[config.mk]
export PLATFORM = sky130hd
export DESIGN_NAME = fir_seq_ctrl
export DESIGN_NICKNAME = d
export VERILOG_FILES = /design/src/rtl/fir_seq_ctrl.sv
export SDC_FILE = /design/constraint.sdc
export NUM_CORES = 1
export LEC_CHECK = 0
export CORE_MARGIN = 10
export CORE_UTILIZATION = 43
export CTS_CLUSTER_SIZE = 12
export DETAILED_ROUTE_END_ITERATION = 12
export PLACE_DENSITY_LB_ADDON = 0.1
export SYNTH_ARGS = -nofsm -noshare
export SYNTH_HDL_FRONTEND = slang
export SYNTH_SLANG_ARGS = --single-unit
[constraint.sdc]
create_clock -name clk -period 2.16 [get_ports clk]
set_input_delay 0.432 -clock clk [delete_from_list [all_inputs] [get_ports clk]]
set_output_delay 0.432 -clock clk [all_outputs]
set_load 0.05 [all_outputs]
[src/rtl/fir_seq_ctrl.sv]
// Sequencing controller for fir_filter: coefficient load, one-at-a-time sample issue, result FIFO.
// Optional WAIT watchdog enabled by defining FIR_SEQ_CTRL_TIMEOUT_EN.
module fir_seq_ctrl #(
    parameter int FIR_ORDER = 4,
    parameter int OUT_DEPTH = 4,
    parameter int TIMEOUT   = 15
) (
    input  logic                    clk,
    input  logic                    rst,
    input  logic                    cfg_valid,
    input  logic [FIR_ORDER*16-1:0] cfg_coeff,
    output logic                    cfg_ready,
    input  logic                    s_valid,
    input  logic [15:0]             s_data,
    output logic                    s_ready,
    output logic                    m_valid,
    output logic [31:0]             m_data,
    input  logic                    m_ready,
    output logic                    fir_load,
    output logic [FIR_ORDER*16-1:0] fir_coeff,
    output logic                    fir_valid_in,
    output logic [15:0]             fir_signal_in,
    input  logic                    fir_valid_out,
    input  logic [31:0]             fir_signal_out,
    output logic                    busy,
    output logic                    err_timeout
);

    localparam int CB_W = FIR_ORDER * 16;
    localparam int AW   = $clog2(OUT_DEPTH);
    localparam int CW   = AW + 1;

    if ((OUT_DEPTH < 2) || ((OUT_DEPTH & (OUT_DEPTH - 1)) != 0) || (TIMEOUT < 1)) begin : g_bad_param
        $error("fir_seq_ctrl: OUT_DEPTH must be a power of 2 >= 2 and TIMEOUT >= 1");
    end

    typedef enum logic [2:0] {
        ST_UNCFG   = 3'd0,
        ST_LOAD    = 3'd1,
        ST_SETTLE1 = 3'd2,
        ST_SETTLE2 = 3'd3,
        ST_READY   = 3'd4,
        ST_ISSUE   = 3'd5,
        ST_WAIT    = 3'd6
    } state_t;

    function automatic logic [AW-1:0] ptr_inc(input logic [AW-1:0] p);
        logic [AW-1:0] r;
        if (p == AW'(OUT_DEPTH - 1)) begin
            r = {AW{1'b0}};
        end else begin
            r = p + {{(AW-1){1'b0}}, 1'b1};
        end
        return r;
    endfunction

    state_t            state_q;
    state_t            state_d;
    logic [CB_W-1:0]   coeff_q;
    logic [15:0]       sample_q;
    logic              cfg_ready_q;
    logic              s_ready_base_q;
    logic              fir_load_q;
    logic              fir_valid_in_q;
    logic              busy_q;

    logic [31:0]       mem_q [OUT_DEPTH];
    logic [AW-1:0]     wr_ptr_q;
    logic [AW-1:0]     rd_ptr_q;
    logic [CW-1:0]     count_q;
    logic [CW-1:0]     count_d;
    logic              m_valid_q;

    logic              cfg_fire;
    logic              s_fire;
    logic              push;
    logic              pop;
    logic              timeout_hit;

    // A pending config masks sample acceptance in the same cycle
    assign s_ready   = s_ready_base_q & ~cfg_valid;
    assign cfg_ready = cfg_ready_q;
    assign cfg_fire  = cfg_valid & cfg_ready_q;
    assign s_fire    = s_valid & s_ready;
    assign push      = (state_q == ST_WAIT) & fir_valid_out;
    assign pop       = m_ready & m_valid_q;

    assign fir_load      = fir_load_q;
    assign fir_coeff     = coeff_q;
    assign fir_valid_in  = fir_valid_in_q;
    assign fir_signal_in = sample_q;
    assign busy          = busy_q;
    assign m_valid       = m_valid_q;
    assign m_data        = mem_q[rd_ptr_q];

    // Next-state decode for the sequencing FSM
    always_comb begin
        state_d = state_q;
        case (state_q)
            ST_UNCFG: begin
                if (cfg_fire) begin
                    state_d = ST_LOAD;
                end else begin
                    state_d = ST_UNCFG;
                end
            end
            ST_LOAD:    state_d = ST_SETTLE1;
            ST_SETTLE1: state_d = ST_SETTLE2;
            ST_SETTLE2: state_d = ST_READY;
            ST_READY: begin
                if (cfg_fire) begin
                    state_d = ST_LOAD;
                end else if (s_fire) begin
                    state_d = ST_ISSUE;
                end else begin
                    state_d = ST_READY;
                end
            end
            ST_ISSUE:   state_d = ST_WAIT;
            ST_WAIT: begin
                if (fir_valid_out || timeout_hit) begin
                    state_d = ST_READY;
                end else begin
                    state_d = ST_WAIT;
                end
            end
            default:    state_d = ST_UNCFG;
        endcase
    end

    // FIFO occupancy update
    always_comb begin
        count_d = count_q;
        case ({push, pop})
            2'b10:   count_d = count_q + {{(CW-1){1'b0}}, 1'b1};
            2'b01:   count_d = count_q - {{(CW-1){1'b0}}, 1'b1};
            default: count_d = count_q;
        endcase
    end

    // FSM state, latched operands and registered handshake/strobe outputs
    always_ff @(posedge clk) begin
        if (!rst) begin
            state_q        <= ST_UNCFG;
            coeff_q        <= {CB_W{1'b0}};
            sample_q       <= 16'h0000;
            cfg_ready_q    <= 1'b1;
            s_ready_base_q <= 1'b0;
            fir_load_q     <= 1'b0;
            fir_valid_in_q <= 1'b0;
            busy_q         <= 1'b0;
        end else begin
            state_q        <= state_d;
            cfg_ready_q    <= (state_d == ST_UNCFG) || (state_d == ST_READY);
            s_ready_base_q <= (state_d == ST_READY) && (count_d < CW'(OUT_DEPTH));
            fir_load_q     <= (state_d == ST_LOAD);
            fir_valid_in_q <= (state_d == ST_ISSUE);
            busy_q         <= (state_d == ST_LOAD)    || (state_d == ST_SETTLE1) ||
                              (state_d == ST_SETTLE2) || (state_d == ST_ISSUE)   ||
                              (state_d == ST_WAIT);
            if (cfg_fire) begin
                coeff_q <= cfg_coeff;
            end
            if (s_fire) begin
                sample_q <= s_data;
            end
        end
    end

    // FIFO pointers, count and head-valid flag
    always_ff @(posedge clk) begin
        if (!rst) begin
            wr_ptr_q  <= {AW{1'b0}};
            rd_ptr_q  <= {AW{1'b0}};
            count_q   <= {CW{1'b0}};
            m_valid_q <= 1'b0;
        end else begin
            if (push) begin
                wr_ptr_q <= ptr_inc(wr_ptr_q);
            end
            if (pop) begin
                rd_ptr_q <= ptr_inc(rd_ptr_q);
            end
            count_q   <= count_d;
            m_valid_q <= (count_d != {CW{1'b0}});
        end
    end

    // FIFO storage; contents are don't-care while the count says empty
    always_ff @(posedge clk) begin
        if (push) begin
            mem_q[wr_ptr_q] <= fir_signal_out;
        end
    end

`ifdef FIR_SEQ_CTRL_TIMEOUT_EN
    localparam int TW = $clog2(TIMEOUT + 1);

    logic [TW-1:0] wait_cnt_q;
    logic          err_q;

    assign timeout_hit = (state_q == ST_WAIT) && !fir_valid_out &&
                         (wait_cnt_q == TW'(TIMEOUT - 1));
    assign err_timeout = err_q;

    // WAIT-cycle counter, zero on every WAIT entry; sticky timeout flag
    always_ff @(posedge clk) begin
        if (!rst) begin
            wait_cnt_q <= {TW{1'b0}};
            err_q      <= 1'b0;
        end else begin
            if (state_q != ST_WAIT) begin
                wait_cnt_q <= {TW{1'b0}};
            end else begin
                wait_cnt_q <= wait_cnt_q + {{(TW-1){1'b0}}, 1'b1};
            end
            if (timeout_hit) begin
                err_q <= 1'b1;
            end
        end
    end
`else
    assign timeout_hit = 1'b0;
    assign err_timeout = 1'b0;
`endif

endmodule

Yosys cells after proc, flatten, opt, wreduce, memory -nomap -nowiden --
Memory sizes are Yosys's and may differ from the RTL's. A register that Yosys moved wholly into a read port is not among the register bits. Cells that the tools add are included. W data, S select, Z words.
Word-level totals: bits in registers 96, memory bits (writable) 128, input port bits 118, output and inout port bits 119, logic and storage cells 61, memories kept 1
Operators by class: $add $sub $neg 4, magnitude comparators 1, equality and inequality tests 16, multiplexer cells 12, bitwise logic cells 6, reductions and logical operators 9
Memories:
- mem_q | depth 4, width 32, read ports 1, clocked after memory_dff 1, wr ports 1, RTL line 67 | logic [31:0] mem_q [OUT_DEPTH];
Operators with widths (count):
- $pmux W3 S7 | 1
- $eq A3 B3 Y1 const B | 6
- $eq A3 B2 Y1 const B | 4
- $mux W2 | 5
- $eq A2 B2 Y1 const B | 3
- $eq A3 B1 Y1 const B | 2
- $logic_not A3 Y1 | 2
- $pmux W3 S2 | 1
- $and A1 B1 Y1 | 5
- $logic_or A1 B1 Y1 | 5
- $add A2 B1 Y2 const B | 2
- $mux W1 | 4
- $add A3 B1 Y3 const B | 1
- $lt A3 B3 Y1 const B | 1
- $mux W3 | 1
- $reduce_bool A3 Y1 | 1
- $sub A3 B1 Y3 const B | 1
- $eq A2 B1 Y1 const B | 1
- $logic_and A1 B1 Y1 | 1
- $not A1 Y1 | 1

Logic depth before layout (Yosys ltp) --
word-level depth 11, gate-level depth with buffers 10, gate-level depth less buffers 9

Worst setup path before layout --
No wires, ideal clock.
path kind reg2reg, from register m_valid_q (netlist: m_valid), to register m_valid_q (netlist: m_valid), setup time 0.120 ns, arrival 2.094 ns, required time 2.040 ns, path slack -0.054 ns, stages on the path, launching flop included 10, path buffers 0, period minus slack after synthesis 2.214 ns, cells stage by stage dfxtp_1 -> nand2_1 -> inv_1 -> ha_1 -> inv_1 -> fa_1 -> xor2_1 -> nor2_1 -> xor2_1 -> a211o_1
On the way: word-level cells in the longest chain between the ends 4, elaborated cells on any way between the ends 5, those cells by class eq/ne: 2; mux: 1; bitwise: 1; reduce/logical: 1
RTL lines:
- start, declared | RTL line 72 | logic m_valid_q;
- start signal, assigned | RTL line 185 | m_valid_q <= (count_d != {CW{1'b0}});
- $and A1 B1 Y1 (*) | RTL line 86 | assign pop = m_ready & m_valid_q;
- $eq A2 B1 Y1 / $eq A2 B2 Y1 (equally long branches) | RTL line 134 | case ({push, pop})
- $pmux W3 S2 (*) | RTL line 134
- $reduce_bool A3 Y1 (*) | RTL line 185
Every way passes the cells marked *; elsewhere a longest branch is shown, timed or not. A chain may end at the register's enable or synchronous reset.

==> flow_metrics.py <==
metrics = {
    "yosys": {
        "synth_common_cells": "nand2_1 (168), edfxtp_1 (128), dfxtp_1 (98), a21boi_0 (82), mux4_2 (32)",
        "syn_nets": 726,
        "synth_area_leaders": "edfxtp_1 (46%), dfxtp_1 (23%), mux4_2 (8.6%), nand2_1 (7.5%), a21boi_0 (7.4%)",
        "synth_top_area_cell": "edfxtp_1",
        "ys_async_sr_fraction_pct": 0,
        "syn-cell-area_mm2": 0.00836,
        "syn_inst": 601,
        "ys_seq_area_share_pct": 69.4,
        "yosysWarnings": 0,
        "synthFlopType": "edfxtp_1",
        "synth_top_area_share_pct": 46.0,
        "synth-edff-count": 128,
        "synth-seq-cells": 226,
        "avgSynthCellArea_um2": 13.9,
        "yosysMostFrequentCell": "nand2_1",
        "ys_types": 35,
    },
    "layout": {
        "nets": 972,
        "post-route-util_pct": 63.6,
        "synthToLayoutAreaGrowth_pct": 43.7,
        "diodes": 0,
        "num-fill-cells": 1453,
        "regArea_mm2": 0.00581,
        "multi_input_area_mm2": 0.00235,
        "stdcell_count": 1121,
        "drive_gt1_share_pct": 15.2,
    },
    "worst_setup_path": {
        "crit_arrival_ns": 1.84,
        "slowest_stage": "mux4_2",
        "required_ns": 1.73,
        "start_kind": "flop",
        "cp_max_fo": 8,
        "path_cells": "buf_12 > mux4_2 > buf_12",
        "cp_slowest_stage_delay_ns": 0.56,
        "worst_path_most_repeated_cell": "buf_12",
        "path_class": "flop to output pin",
        "worst_setup_path_end_kind": "output pin",
    },
    "global_routing": {
        "overflow": 0,
        "grt_pass1_wl_um": 33200,
        "grtUsageMet1_pct": 18.0,
        "antenna_found_initial": 0,
        "grt_max_degree": 66,
        "grtUsageTotal_pct": 16.0,
        "grt_pass1_vias": 6041,
        "met3_usage_pct": 7.88,
        "grt_use_met2_pct": 27.1,
        "busiest_layer": "met2",
    },
    "detailed_routing": {
        "routed-via-count": 5478,
        "avgViaCountPerCell": 4.89,
        "antenna_left": 0,
        "wirelength_um": 20900,
        "drt_first_pass_iters": 4,
        "remaining_drc_errors": 0,
        "drtIter0Drc": 240,
        "avgRoutedWirePerCell_um": 18.7,
    },
    "cts": {
        "clock_latency_ns": 0.50,
        "clock_path_buffers": 3,
        "post_cts_buffers": 0,
        "cts_num_sinks": 226,
        "clk_pin_slew_ns": 0.05,
        "cts-root-buf": "clkbuf_16",
        "ctsHoldBuffers": 0,
        "cts_made_buffers": 24,
        "cts_tree": "built",
        "ctsHtreeMaxLevel": 1,
    },
    "timing": {
        "tns_ns": -2.70,
        "max_slew_margin_pct": 60.4,
        "tightest_slew_ns": 0.593,
        "fmax_mhz": 440,
        "fin_crit_sh_pct": 105,
        "hold_violations": 0,
        "finalSetupViolCount": 32,
        "layout_setup_ws_ns": -0.113,
        "rsz0062_at_grt": "true",
        "maxSlewViolCount": 0,
        "finalClockSkew_ns": 0.00775,
        "period_minus_slack_ns": 2.27,
    },
    "placement": {
        "portBuffers": 235,
        "dp_hpwl_um": 14400,
        "placed_cells": 1078,
        "globalplace.congestion": 0.781,
        "detailedPlace.worstSlack_ns": -0.399,
    },
    "status": {
        "violations": "setup timing",
        "status": "complete, but fails checks",
    },
    "die": {
        "start_util_pct": 44.3,
        "num_rows": 50,
        "die-area_mm2": 0.0254,
        "die_w_um": 159,
        "die-height_um": 159,
        "core_mm2": 0.0189,
        "io_pins": 237,
    },
    "pwr": {
        "ir_worst_vdd_v": 0.000548,
        "leakagePower_nw": 4.39,
        "p_per_area_mw_per_mm2": 795,
    },
    "job": {
        "maxCapViolCount": 0,
    },
    "hold_path": {
        "holdCritPathClass": "input port to flop",
    },
}
## where the power goes
group	internal, mW	switching [mW]	leakage [nW]
Combinational	0.472	0.706	2.10
Sequential	4.65	0.0590	1.95
Clock	2.15	1.51	0.341
## per-stage QoR
step                hold WS, ns  area, um2  power (mW)
detailed placement        0.456      11100        5.99
floorplan                 0.467       8370        5.44
global route              0.324      12000        9.94
CTS                       0.293      12000        9.70
global placement          0.448      11100        5.97
finish                    0.303      12000        9.55
## path summary, 6_finish.rpt
check                        startpoint                          to  slack (ns)  cells after the start
max                                flop                  m_data[29]       -0.11                      3
min                                 rst        cfg_ready$_SDFF_PN1_        0.30                      2
max reg2reg       state_q[1]$_SDFF_PN0_          m_valid$_SDFF_PN0_        0.15                      9
min reg2reg  fir_coeff[60]$_SDFFE_PN0P_  fir_coeff[60]$_SDFFE_PN0P_        0.46                      2
## cells by family (layout without fill, tap and decap cells)
group / after synthesis / after routing / share of synthesized area, %
adders and majority gates: 7 / 7 / 1.14
muxes: 32 / 32 / 8.62
and+or+nand+nor: 193 / 193 / 9.39
xor gates and xnor gates: 3 / 3 / 0.314
AOI/OAI and AO/OA: 94 / 94 / 8.53
buffers and inverters: 45 / 305 / 2.56
DFF: 226 / 226 / 69.4
other: 1 / 1 / 0.0448
## final cells by class
| class | count | area share (%) |
|---|---|---|
| Inverter | 9 | 0.281 |
| Sequential cell | 226 | 48.4 |
| Clock inverter | 2 | 0.177 |
| Clock buffer | 38 | 5.68 |
| Timing Repair Buffer | 256 | 23.2 |
| Tap cell | 260 | 2.71 |
| Multi-Input combinational cell | 330 | 19.6 |
## flip-flops by register name (all words and copies together), names as in the netlist, named ones only
register,flops
rd_ptr_q,2
s_ready_base_q,1
wr_ptr_q,2
count_q,3
state_q,3
m_valid,1
mem_q,128
fir_load,1
cfg_ready,1
busy,1
fir_valid_in,1
fir_signal_in,16
fir_coeff,64
## per-layer routing
layer | share of wire (%) | wire [um]
met5 | 0 | 0
met4 | 1.2 | 244
met3 | 11 | 2250
met2 | 49 | 10200
met1 | 39 | 8200
## repair_timing
| action | 4_1_cts | 5_1_grt |
|---|---|---|
| endpoints found under the hold margin | 0 | 0 |
| gates resized for setup | 32 | 15 |
| endpoints found under the setup margin | 34 | 47 |
| gates cloned | 2 | 1 |
## placed cells by master, fill, tap and decap left out, drive strengths merged, types with 9 or more instances in the layout
| master | netlist | routed |
|---|---|---|
| inv | 9 | 9 |
| clkdlybuf4s50 | 0 | 183 |
| edfxtp | 128 | 128 |
| nand2 | 168 | 168 |
| buf | 16 | 55 |
| clkbuf | 20 | 39 |
| dlymetal6s2s | 0 | 15 |
| and2 | 10 | 10 |
| mux4 | 32 | 32 |
| a21boi | 82 | 82 |
| dfxtp | 98 | 98 |
## worst max-delay path, delay by kind of cell (launching register included)
kind                   cells  cell delay, ns
buffers and inverters      2            0.35
DFF                        1            0.44
muxes                      1            0.56
Note: power is estimated with default switching activity, not from simulation.
